[config.mk]
export PLATFORM = sky130hd
export DESIGN_NAME = i2c_bus_conditioner
export DESIGN_NICKNAME = d
export VERILOG_FILES = /design/src/rtl/i2c_bus_conditioner.sv
export SDC_FILE = /design/constraint.sdc
export NUM_CORES = 1
export LEC_CHECK = 0
export ABC_AREA = 1
export CAP_MARGIN = 20
export CORE_MARGIN = 1.5
export CORE_UTILIZATION = 39
export CTS_BUF_LIST = sky130_fd_sc_hd__clkbuf_4 sky130_fd_sc_hd__clkbuf_8 sky130_fd_sc_hd__clkbuf_16
export DETAILED_ROUTE_END_ITERATION = 6
export PLACE_DENSITY_LB_ADDON = 0.15
export SETUP_SLACK_MARGIN = 0.05
export SLEW_MARGIN = 15
export SYNTH_ARGS = -nofsm -noshare
export SYNTH_HDL_FRONTEND = slang
export SYNTH_SLANG_ARGS = --single-unit
[constraint.sdc]
create_clock -name clk -period 1.85 [get_ports clk]
set_input_delay 0.555 -clock clk [delete_from_list [all_inputs] [get_ports clk]]
set_output_delay 0.555 -clock clk [all_outputs]
set_load 0.02 [all_outputs]
[src/rtl/i2c_bus_conditioner.sv]
`default_nettype none
// ============================================================================
//  Module   : i2c_bus_conditioner
//  Purpose  : Synchronises and de-glitches raw SCL/SDA, then derives SCL edge,
//             START/STOP strobes, bus-busy and a rejected-glitch counter.
//  Revision : 1.0 - initial release
// ============================================================================
module i2c_bus_conditioner #(
    parameter int SYNC_STAGES = 2,
    parameter int FILT_CYCLES = 4,
    parameter int CNT_W       = 3
) (
    input  logic       clk,
    input  logic       rst,
    input  logic       scl_in,
    input  logic       sda_in,
    output logic       scl_f,
    output logic       sda_f,
    output logic       scl_rise,
    output logic       scl_fall,
    output logic       start_det,
    output logic       stop_det,
    output logic       bus_busy,
    output logic [7:0] glitch_cnt
);

    localparam logic [CNT_W-1:0] c_cnt_last = CNT_W'(FILT_CYCLES - 1);

    // Bit 0 carries SCL, bit 1 carries SDA through the per-line filters.
    logic [1:0] w_raw;
    logic [1:0] w_filt;
    logic [1:0] w_glitch;
    logic [1:0] r_filt_d;
    logic       r_busy;
    logic [7:0] r_gcnt;
    logic [8:0] w_gsum;

    assign w_raw = {sda_in, scl_in};

    for (genvar i = 0; i < 2; i++) begin : g_line
        logic [SYNC_STAGES-1:0] r_sync;
        logic [CNT_W-1:0]       r_cnt;
        logic                   r_filt;
        logic                   w_s;

        assign w_s = r_sync[SYNC_STAGES-1];

        always_ff @(posedge clk) begin
            if (rst) begin
                r_sync <= '1;
                r_cnt  <= '0;
                r_filt <= 1'b1;
            end else begin
                r_sync <= {r_sync[SYNC_STAGES-2:0], w_raw[i]};
                if (w_s == r_filt) begin
                    r_cnt <= '0;
                end else if (r_cnt == c_cnt_last) begin
                    r_filt <= w_s;
                    r_cnt  <= '0;
                end else begin
                    r_cnt <= r_cnt + 1'b1;
                end
            end
        end

        // A run of differing samples that ends before acceptance is a glitch.
        assign w_glitch[i] = (w_s == r_filt) && (r_cnt != '0);
        assign w_filt[i]   = r_filt;
    end

    assign w_gsum = {1'b0, r_gcnt} + 9'(w_glitch[0]) + 9'(w_glitch[1]);

    always_ff @(posedge clk) begin
        if (rst) begin
            r_filt_d <= 2'b11;
            r_busy   <= 1'b0;
            r_gcnt   <= '0;
        end else begin
            r_filt_d <= w_filt;
            r_gcnt   <= w_gsum[8] ? 8'hFF : w_gsum[7:0];
            if (start_det) begin
                r_busy <= 1'b1;
            end else if (stop_det) begin
                r_busy <= 1'b0;
            end
        end
    end

    assign scl_f      = w_filt[0];
    assign sda_f      = w_filt[1];
    assign scl_rise   = w_filt[0] & ~r_filt_d[0];
    assign scl_fall   = ~w_filt[0] & r_filt_d[0];
    // Requiring SCL high in both cycles suppresses conditions when SCL and SDA move together.
    assign start_det  = r_filt_d[1] & ~w_filt[1] & w_filt[0] & r_filt_d[0];
    assign stop_det   = ~r_filt_d[1] & w_filt[1] & w_filt[0] & r_filt_d[0];
    assign bus_busy   = r_busy;
    assign glitch_cnt = r_gcnt;

endmodule
`default_nettype wire

==> run metrics <==
run status=completed; Clk network pwr share=29.6%; RSZ-0062 raised after global routing=true; P_int=0.604 mW; Hold WS=roughly 420 ps; first-pass GRT wire length=between 3 and 4 mm; number of synthesized register bits=23; Routed WL=1.83 mm; worst slack, placed=-53.8 ps; CTS tree=done; register share of total power=around 65%; fillers=238; PwrDens=between 500 and 600 mW/mm^2; Initial Util=40.5%; Sw Ratio=roughly 23%; total grt overflow=0; root buf cell=clkbuf_4; Final WS setup=40.3 ps; layout cell share with drive strength beyond 1=~30%; most frequent cells in the layout=inv_1 (19), nand2_1 (17), dfxtp_1 (17); gpl congestion=~0.7; Final Hold Violating Endpoints=0; largest net degree at the start of global routing=14; synthesized area=985 um^2; Worst VDD drop=0.436 mV; R2R depth=9; worst skew pair latency=310 ps; drt first pass iters=4; register area share after synthesis=46.8%; Hold Path Depth=1; crit path kind=reg -> reg; RR Endpoint=glitch_cnt[4]$_SDFF_PP0_; r2r setup slk=40 ps; Core Area=0.00243 mm^2; nets@finish=between 150 and 200; DRC=0; critical path peak fanout=7; TritonCTS Buffers=3; CTS Hold Bufs=0; Final setup viols=0; Post-Syn Instances=122; Area Growth Syn to Fin=36.6%; CP Capture Type=flip-flop; die height=approximately 53 um; clock sink count=23; design area=0.00135 mm^2; via count=827; Port Buffer Count=18; type of origin of the critical path=flip-flop; commonest non-fill, non-tap cell in the layout=inv_1; post-route minimum period=around 1800 ps; drt first-iter violations=14; relative slew slack=about 72%; WP data arrival=2060 ps; gr usage total=16.2%; Sw Pwr=0.176 mW; Worst Min Path Start=g_line[1].r_sync[0]$_SDFF_PP1_; Final period util=97.8%; setup TNS=0 ps; CP Data Required Time=2100 ps; vias per cell=4.59; ANT nets after route=0; vias in the first global route=793; Max Root-Sink Buffers=2; worst-margin pin slew=approximately 420 ps; Slew Limit Fails=0; Syn. warnings=0; synth unique cells=19; Comb power frac=under 10%; die area=0.00284 mm^2; Static Leakage=0.645 nW; Power, Total=between 0.7 and 0.8 mW; synthesized area per cell=8.07 um^2; dpl cell area=0.00125 mm^2; r2r startpoint=g_line[0].r_sync[1]$_SDFF_PP1_; H-Tree Depth=1; max-cap check violation count=0; die width=between 50 and 60 um; Hold Path Class=reg -> reg; initial antenna violation count=0; Row Count=18; DP HPWL=1.37 mm; clock skew=6.55 ps; Routed wire per std cell=approximately 10 um; Clock Pin Slew Worst Setup and Hold Paths=130 ps; IO Pins=19; Inserted Diodes=0; maximum clock rate=0.553 GHz; WHS Endpoint=g_line[1].r_sync[1]$_SDFF_PP1_; Synthesized Nets=134
[sequential cells by signal (all words and copies together) (netlist names)]
| signal | flops |
|---|---|
| glitch_cnt | 8 |
| r_filt_d | 2 |
| g_line.r_cnt | 6 |
| bus_busy | 1 |
| sda_f | 1 |
| g_line.r_sync | 4 |
| scl_f | 1 |
[kinds of logic after synthesis]
kind of cell | share of synthesized area, %
buf+inv | 9.66
flops | 46.8
compound gates | 8.26
xor+xnor | 3.56
simple gates | 20.8
fa+ha+maj | 10.9
[worst max-delay path, stage by stage, from the launching register on]
cell and delay (ps):
dfxtp_1 360, xor2_2 190, a21o_1 180, fa_2 350, inv_2 70, ha_4 130, nand2_4 60, nor2_4 120
nand2_4 100, a31oi_2 190
[timing repair]
action	4_1_cts	5_1_grt
setup endpoints to repair	23	11
pin swaps	9	5
setup buffers	2	0
resized for setup	33	10
cloned	0	0
[cells in the mapped netlist, drive strengths merged]
cell	number	area, um^2
a21o	2	15.0
a21oi	8	40.0
a31oi	1	6.26
buf	1	5.00
dfxtp	23	460
fa	1	20.0
ha	7	87.6
inv	24	90.1
nand2	19	73.8
nand3	4	20.0
nand3b	1	7.51
nand4	1	6.26
nor2	18	72.6
o21ai	4	20.0
or2	4	25.0
xnor2	1	8.76
xor2	3	26.3
[through the flow]
stage | util [%] | std cells
6_report | 55.3 | 180
3_5_place_dp | 51.5 | 174
2_1_floorplan | - | 122
3_3_place_gp | 51.5 | 174
5_1_grt | 55.3 | 180
4_1_cts | 54.5 | 180
[per-layer routing]
metal	up-vias	part of all wire, %	global-route usage [%]
met1	378	46	20.5
met2	19	48	25.9
met4	0	2.5	8.97
li1	426	-	-
met5	-	0	0
met3	4	4.3	2.54
[cell type report]
class	instances	area (um^2)	share of cell area, %
Clock buffer	3	22.5	1.67
Clock inverter	1	5.00	0.372
Multi-Input combinational cell	74	508	37.8
Tap cell	30	37.5	2.79
Inverter	24	90.1	6.70
Timing Repair Buffer	25	211	15.7
Sequential cell	23	470	35.0
[power by group through the flow]
stage	sequential [mW]	clock, mW	combinational [mW]
floorplan	0.518	0	0.0194
global placement	0.516	0	0.0417
detailed placement	0.516	0	0.0420
CTS	0.505	0.244	0.0418
global route	0.507	0.259	0.0496
finish	0.505	0.231	0.0441
[worst max path at each step]
stage	startpoint	end	slack, ps	depth (start not counted)
floorplan	scl_f$_SDFFE_PP1P_	glitch_cnt[6]$_SDFF_PP0_	30	9
global placement	g_line[0].r_cnt[1]$_SDFF_PP0_	glitch_cnt[6]$_SDFF_PP0_	-20	10
detailed placement	g_line[0].r_cnt[1]$_SDFF_PP0_	glitch_cnt[6]$_SDFF_PP0_	-50	10
CTS	g_line[1].r_cnt[0]$_SDFF_PP0_	glitch_cnt[6]$_SDFF_PP0_	30	10
global route	sda_f$_SDFFE_PP1P_	glitch_cnt[6]$_SDFF_PP0_	-120	9
finish	g_line[0].r_sync[1]$_SDFF_PP1_	glitch_cnt[4]$_SDFF_PP0_	40	9
Note: power is estimated with default switching activity, not from simulation.
